[src/rtl/min_scan_ctrl_pkg.sv]
// Shared search package: scan FSM encoding, default scan limits and
// the blocked-candidate test used by the minimum-energy scanner.
package min_scan_ctrl_pkg;

   typedef enum logic [1:0] {
      ST_IDLE    = 2'd0,
      ST_COLLECT = 2'd1,
      ST_RESULT  = 2'd2
   } scan_state_e;

   localparam int unsigned MAX_CAND_DEF    = 15;
   localparam logic [7:0]  BLOCKED_ENE_DEF = 8'hFF;
   localparam logic [7:0]  ENE_INIT        = 8'hFF;
   localparam logic [7:0]  DIR_INIT        = 8'h00;

   function automatic logic is_blocked(input logic [7:0] ene, input logic [7:0] blocked_code);
      return (ene == blocked_code);
   endfunction

endpackage

[src/rtl/min_scan_ctrl_if.sv]
// Candidate / result handshake bundle between a scan client (master)
// and the minimum-energy scan controller (slave).
interface min_scan_ctrl_if;

   logic       start;
   logic       abort;
   logic       cand_valid;
   logic       cand_ready;
   logic [7:0] cand_ene;
   logic [7:0] cand_dir;
   logic       cand_last;
   logic       res_valid;
   logic       res_ready;
   logic [7:0] res_ene;
   logic [7:0] res_dir;
   logic [3:0] res_count;
   logic       res_none;
   logic       res_ovf;
   logic       busy;

   modport master (
      output start, abort, cand_valid, cand_ene, cand_dir, cand_last, res_ready,
      input  cand_ready, res_valid, res_ene, res_dir, res_count, res_none, res_ovf, busy
   );

   modport slave (
      input  start, abort, cand_valid, cand_ene, cand_dir, cand_last, res_ready,
      output cand_ready, res_valid, res_ene, res_dir, res_count, res_none, res_ovf, busy
   );

endinterface

[src/rtl/min_scan_ctrl_min_select.sv]
// Two-way minimum comparator: passes the lower-energy input and its direction.
// Strict less-than, so input 2 (the incumbent) wins ties.
module min_select (
   input  logic [7:0] inene1,
   input  logic [7:0] inene2,
   input  logic [7:0] ud_lr1,
   input  logic [7:0] ud_lr2,
   input  logic       min_select_exe,
   output logic [7:0] outene,
   output logic [7:0] out_ud_lr
);

   // Select the smaller energy when enabled, otherwise keep input 2
   always_comb begin
      outene    = inene2;
      out_ud_lr = ud_lr2;
      if (min_select_exe && (inene1 < inene2)) begin
         outene    = inene1;
         out_ud_lr = ud_lr1;
      end else begin
         outene    = inene2;
         out_ud_lr = ud_lr2;
      end
   end

endmodule

[src/rtl/min_scan_ctrl.sv]
// Minimum-energy scan controller: collects up to MAX_CAND candidates,
// tracks the lowest non-blocked energy and presents it as a held result.
module min_scan_ctrl
   import min_scan_ctrl_pkg::*;
#(
   parameter int unsigned MAX_CAND    = MAX_CAND_DEF,
   parameter logic [7:0]  BLOCKED_ENE = BLOCKED_ENE_DEF
) (
   input  logic             m_clock,
   input  logic             p_reset,
   min_scan_ctrl_if.slave   bus
);

   localparam logic [3:0] MAX_CNT = 4'(MAX_CAND);

   scan_state_e state_q, state_d;
   logic [3:0]  count_q, count_d;
   logic [7:0]  best_ene_q, best_ene_d;
   logic [7:0]  best_dir_q, best_dir_d;
   logic        any_valid_q, any_valid_d;
   logic        ovf_q, ovf_d;

   logic [7:0]  sel_ene_s;
   logic [7:0]  sel_dir_s;
   logic [3:0]  count_inc_s;
   logic        blocked_s;

   min_select u_min_select (
      .inene1         (bus.cand_ene),
      .inene2         (best_ene_q),
      .ud_lr1         (bus.cand_dir),
      .ud_lr2         (best_dir_q),
      .min_select_exe (1'b1),
      .outene         (sel_ene_s),
      .out_ud_lr      (sel_dir_s)
   );

   assign count_inc_s = count_q + 4'd1;
   assign blocked_s   = is_blocked(bus.cand_ene, BLOCKED_ENE);

   // State and scan-accumulator registers
   always_ff @(posedge m_clock or negedge p_reset) begin
      if (!p_reset) begin
         state_q     <= ST_IDLE;
         count_q     <= 4'd0;
         best_ene_q  <= ENE_INIT;
         best_dir_q  <= DIR_INIT;
         any_valid_q <= 1'b0;
         ovf_q       <= 1'b0;
      end else begin
         state_q     <= state_d;
         count_q     <= count_d;
         best_ene_q  <= best_ene_d;
         best_dir_q  <= best_dir_d;
         any_valid_q <= any_valid_d;
         ovf_q       <= ovf_d;
      end
   end

   // Next-state and accumulator update; abort overrides every other event
   always_comb begin
      state_d     = state_q;
      count_d     = count_q;
      best_ene_d  = best_ene_q;
      best_dir_d  = best_dir_q;
      any_valid_d = any_valid_q;
      ovf_d       = ovf_q;
      case (state_q)
         ST_IDLE: begin
            if (bus.start && !bus.abort) begin
               state_d     = ST_COLLECT;
               count_d     = 4'd0;
               best_ene_d  = ENE_INIT;
               best_dir_d  = DIR_INIT;
               any_valid_d = 1'b0;
               ovf_d       = 1'b0;
            end else begin
               state_d = ST_IDLE;
            end
         end
         ST_COLLECT: begin
            if (bus.abort) begin
               state_d = ST_IDLE;
            end else if (bus.cand_valid) begin
               count_d = count_inc_s;
               if (blocked_s) begin
                  best_ene_d = best_ene_q;
               end else if (!any_valid_q) begin
                  // First usable candidate seeds the minimum regardless of its value
                  best_ene_d  = bus.cand_ene;
                  best_dir_d  = bus.cand_dir;
                  any_valid_d = 1'b1;
               end else begin
                  best_ene_d = sel_ene_s;
                  best_dir_d = sel_dir_s;
               end
               if (bus.cand_last) begin
                  state_d = ST_RESULT;
               end else if (count_inc_s == MAX_CNT) begin
                  state_d = ST_RESULT;
                  ovf_d   = 1'b1;
               end else begin
                  state_d = ST_COLLECT;
               end
            end else begin
               state_d = ST_COLLECT;
            end
         end
         ST_RESULT: begin
            if (bus.abort || bus.res_ready) begin
               state_d = ST_IDLE;
            end else begin
               state_d = ST_RESULT;
            end
         end
         default: begin
            state_d = ST_IDLE;
         end
      endcase
   end

   assign bus.cand_ready = (state_q == ST_COLLECT);
   assign bus.res_valid  = (state_q == ST_RESULT);
   assign bus.busy       = (state_q != ST_IDLE);
   assign bus.res_ene    = best_ene_q;
   assign bus.res_dir    = best_dir_q;
   assign bus.res_count  = count_q;
   assign bus.res_ovf    = ovf_q;
   assign bus.res_none   = (state_q == ST_RESULT) && !any_valid_q;

endmodule

[src/flat_wrapper.sv]
// flat-port wrapper written by rule: the top's interface ports become plain ports
module min_scan_ctrl_flat import min_scan_ctrl_pkg::*;
#(
   parameter int unsigned MAX_CAND    = MAX_CAND_DEF,
   parameter logic [7:0]  BLOCKED_ENE = BLOCKED_ENE_DEF
)
  (m_clock, p_reset, bus_start, bus_abort, bus_cand_valid, bus_cand_ene, bus_cand_dir, bus_cand_last, bus_res_ready, bus_cand_ready, bus_res_valid, bus_res_ene, bus_res_dir, bus_res_count, bus_res_none, bus_res_ovf, bus_busy);
  min_scan_ctrl_if bus_i ();
  input  logic m_clock;
  input  logic p_reset;
  input wire logic [$bits(bus_i.start)-1:0] bus_start;
  input wire logic [$bits(bus_i.abort)-1:0] bus_abort;
  input wire logic [$bits(bus_i.cand_valid)-1:0] bus_cand_valid;
  input wire logic [$bits(bus_i.cand_ene)-1:0] bus_cand_ene;
  input wire logic [$bits(bus_i.cand_dir)-1:0] bus_cand_dir;
  input wire logic [$bits(bus_i.cand_last)-1:0] bus_cand_last;
  input wire logic [$bits(bus_i.res_ready)-1:0] bus_res_ready;
  output wire logic [$bits(bus_i.cand_ready)-1:0] bus_cand_ready;
  output wire logic [$bits(bus_i.res_valid)-1:0] bus_res_valid;
  output wire logic [$bits(bus_i.res_ene)-1:0] bus_res_ene;
  output wire logic [$bits(bus_i.res_dir)-1:0] bus_res_dir;
  output wire logic [$bits(bus_i.res_count)-1:0] bus_res_count;
  output wire logic [$bits(bus_i.res_none)-1:0] bus_res_none;
  output wire logic [$bits(bus_i.res_ovf)-1:0] bus_res_ovf;
  output wire logic [$bits(bus_i.busy)-1:0] bus_busy;
  assign bus_i.start = bus_start;
  assign bus_i.abort = bus_abort;
  assign bus_i.cand_valid = bus_cand_valid;
  assign bus_i.cand_ene = bus_cand_ene;
  assign bus_i.cand_dir = bus_cand_dir;
  assign bus_i.cand_last = bus_cand_last;
  assign bus_i.res_ready = bus_res_ready;
  assign bus_cand_ready = bus_i.cand_ready;
  assign bus_res_valid = bus_i.res_valid;
  assign bus_res_ene = bus_i.res_ene;
  assign bus_res_dir = bus_i.res_dir;
  assign bus_res_count = bus_i.res_count;
  assign bus_res_none = bus_i.res_none;
  assign bus_res_ovf = bus_i.res_ovf;
  assign bus_busy = bus_i.busy;
  min_scan_ctrl #(.MAX_CAND(MAX_CAND), .BLOCKED_ENE(BLOCKED_ENE)) u_core (.m_clock(m_clock), .p_reset(p_reset), .bus(bus_i));
endmodule
[config.mk]
export PLATFORM = sky130hd
export DESIGN_NAME = min_scan_ctrl_flat
export DESIGN_NICKNAME = d
export VERILOG_FILES = /design/src/rtl/min_scan_ctrl_pkg.sv /design/src/rtl/min_scan_ctrl_if.sv /design/src/rtl/min_scan_ctrl_min_select.sv /design/src/rtl/min_scan_ctrl.sv /design/src/flat_wrapper.sv
export SDC_FILE = /design/constraint.sdc
export NUM_CORES = 1
export LEC_CHECK = 0
export ABC_AREA = 1
export BUFFER_PORTS_ARGS = -buffer_cell sky130_fd_sc_hd__clkbuf_2
export CORE_ASPECT_RATIO = 1.75
export CORE_MARGIN = 3
export CORE_UTILIZATION = 44
export CTS_CLUSTER_DIAMETER = 80
export DETAILED_ROUTE_END_ITERATION = 10
export PLACE_DENSITY = 0.71
export SLEW_MARGIN = 25
export SYNTH_ARGS = -nofsm -noshare
export SYNTH_HDL_FRONTEND = slang
export SYNTH_SLANG_ARGS = --single-unit
[constraint.sdc]
create_clock -name m_clock -period 2.05 [get_ports m_clock]
set_input_delay 0.205 -clock m_clock [delete_from_list [all_inputs] [get_ports m_clock]]
set_output_delay 0.205 -clock m_clock [all_outputs]
set_load 0.01 [all_outputs]
==> results_dict.tcl <==
set metrics [dict create \
    worstPathRequired_ps 2210 \
    dieArea_mm2 0.00397 \
    tightest_slew_ps 588 \
    finalHoldViolations 0 \
    drc 0 \
    cts.path.max_buffers 2 \
    cp_num_cells 9 \
    max_freq_ghz 0.549 \
    num_rows 26 \
    vias 1262 \
    crit_fanout 16 \
    hp-class "in2reg" \
    hpwl_mm 2.44 \
    wl_per_cell_um 11.4 \
    critical_path.max_stage_delay_ps 550 \
    grt_max_degree 25 \
    insertion_delay_ps 270 \
    startpoint_type "flip-flop" \
    crit_type "reg2reg" \
    powerDensity_mw_per_mm2 985 \
    synth_top_family_by_area "simple AND/OR/NAND/NOR gates" \
    fp.dieW_um 48.9 \
    synth-xor-area-share 0.0124 \
    yosysWarnings 0 \
    place_area_mm2 0.00168 \
    ys_types 28 \
    cts_sinks 24 \
    grt-ovfl-total 0 \
    drive_gt1_frac 0.323 \
    grt_usage 0.167 \
    slew_headroom 0.608 \
    numCtsBuffers 3 \
    antenna_left 0 \
    wl_mm 3.03 \
    fin_crit_sh 0.889 \
    irDropWorstVdd_mv 0.708 \
    post-route-min-period_ps 1820 \
    rsz0062_at_grt "no" \
    crit_chain "inv_1 -> ha_1 -> a21oi_1 -> o21a_1 -> nand2_1 -> nand2_2 -> nand2_4 -> nand2_1 -> nand2_1" \
    path_delay_family "flip-flops" \
    antenna_found_initial 0 \
    yosysSeqAreaShare 0.431 \
    first_iter_violations 21 \
    synthSimpleGateAreaFrac 0.314 \
    timing.rr.end "u_core.bus.res_dir[3]$_DFFE_PN0P_" \
    worstSetupEndpointType "flip-flop" \
    core_area_mm2 0.00299 \
    htreeDepth 1 \
    final_cell_area_mm2 0.00177 \
    cts_tree "built" \
    diodes 0 \
    worstRegToRegCells 9 \
    routabilityCongestion 0.758 \
    avgSynthCellArea_um2 8.15 \
    start_util 0.474 \
    crit_buf_inv 1 \
    final_cell_mix "50 x nand2_1, 47 x clkbuf_2, 22 x inv_1, 20 x nand3_1, 16 x dfrtp_1" \
    regToRegSetupSlack_ps 230 \
    dr.pass1.iters 4 \
    regArea_um2 611 \
    ys_ff_latch 24 \
    clk_pin_slew_ps 90 \
    setup_viol 0 \
    multi_input_comb_area_um2 688 \
    clock_skew_ps 9.41 \
    crit_start "u_core.bus.res_ene[7]$_DFFE_PN1P_" \
    fin_ws_ps 228 \
    final_nets 256 \
    grt_pass1_vias 1200 \
    critPathCapture "u_core.bus.res_dir[3]$_DFFE_PN0P_" \
    place_ws_ps 227 \
    slew_viol_final 0 \
    io_pins 48 \
    die_h_um 81.1 \
    grt_pass1_wl_mm 5.22 \
    synth-compound-area-share 0.0794 \
    area_growth_pct 24.5 \
    path_common_cell "nand2_1" \
    synth_area_mm2 0.00142 \
    final.fill_count 296 \
    syn_nets 206 \
    vias_per_cell 4.76 \
    leakagePower_nw 0.979 \
    synthAdderAreaFrac 0.0794 \
    worstPathArrival_ps 1980 \
    final_common_cell "nand2_1" \
    hold_ws_ps 143 \
    cts_root_buf "clkbuf_8" \
    syn_inst 174 \
    slowest_stage "dfstp_2" \
    finalSetupTns_ps 0 \
    max-cap-violations 0 \
    status "finished, final reports clean" \
    crit-reg2reg-launch "u_core.bus.res_ene[7]$_DFFE_PN1P_" \
    port_buffers 47 \
    synthMuxAreaShare 0 \
]
## synth_stat cells
cell type	n	share of area
buf_2	2	0.0071
nor3_1	1	0.0035
o21a_1	1	0.0053
nor2_2	1	0.0044
xor2_1	1	0.0062
o21ai_0	6	0.021
o21ai_2	1	0.0062
buf_6	1	0.0079
nand4_1	3	0.013
o21bai_1	1	0.0053
nand3_1	20	0.071
or2_1	3	0.013
nand2_1	50	0.13
o21ai_4	2	0.023
nand2_2	2	0.0088
nor2_4	3	0.024
a21oi_1	4	0.014
inv_1	22	0.058
o22ai_1	1	0.0044
nor2_1	7	0.019
nand2_4	1	0.0079
buf_4	1	0.0053
xnor2_1	1	0.0062
dfrtp_1	16	0.28
dfstp_2	8	0.15
inv_2	2	0.0053
ha_1	9	0.079
or2_0	4	0.018
## kinds of logic after synthesis
logic type	count (synthesis)
AO/OA/AOI/OAI	16
XOR/XNOR	2
adder cells (fa/ha/maj)	9
buffers and inverters	28
flip-flops	24
AND/OR/NAND/NOR	95
## through the flow
step	utilization	power (mW)	std cells
final	0.590	1.74	265
after global routing	0.590	1.88	265
after CTS	0.590	1.76	265
after detailed placement	0.563	1.34	260
after global placement	0.563	1.33	260
after floorplan	-	1.13	174
## worst min-delay path by stage
| stage | to | slack, ps | cells past startpoint | startpoint |
|---|---|---|---|---|
| after global routing | u_core.state_q[1]$_DFF_PN0_ | 160 | 2 | bus_res_ready |
| after global placement | u_core.bus.res_count[0]$_DFFE_PN0P_ | 240 | 1 | p_reset |
| final | u_core.state_q[1]$_DFF_PN0_ | 140 | 2 | bus_res_ready |
| after floorplan | u_core.any_valid_q$_DFFE_PN0P_ | -90 | 0 | p_reset |
| after detailed placement | u_core.bus.res_count[0]$_DFFE_PN0P_ | 230 | 1 | p_reset |
| after CTS | u_core.state_q[1]$_DFF_PN0_ | 140 | 2 | bus_res_ready |
## layer usage
metal / track usage / vias up / share of wire
met2: 0.307 / 36 / 0.52
met5: 0 / - / 0
met3: 0.0239 / 4 / 0.049
met4: 0.0684 / 0 / 0.012
li1: - / 651 / -
met1: 0.192 / 571 / 0.42
## sequential cells by signal, indices dropped and copies added, names as in the netlist
register / count
u_core.bus.res_dir: 8
u_core.bus.res_ene: 8
u_core.bus.res_count: 4
u_core.state_q: 2
u_core.any_valid_q: 1
u_core.bus.res_ovf: 1
## layout make-up
cell class,count,area share
inverters,24,0.0510
repair buffers,49,0.143
clock inverters,1,0.0170
clock buffers,3,0.0234
multi-input cells,122,0.390
well taps,42,0.0298
flip-flops and latches,24,0.346
## report_power, final
group          internal, mW  total (mW)  switching (mW)
Clock                 0.261       0.412           0.151
Combinational         0.243       0.611           0.368
Sequential            0.624       0.715          0.0913
Total                  1.13        1.74           0.610
## what timing repair did
action | in CTS | in global routing
gates resized for setup | 0 | 0
endpoints found under the hold margin | 16 | 0
setup buffers | 0 | 0
hold buffers | 1 | 0
Note: power is estimated with default switching activity, not from simulation.
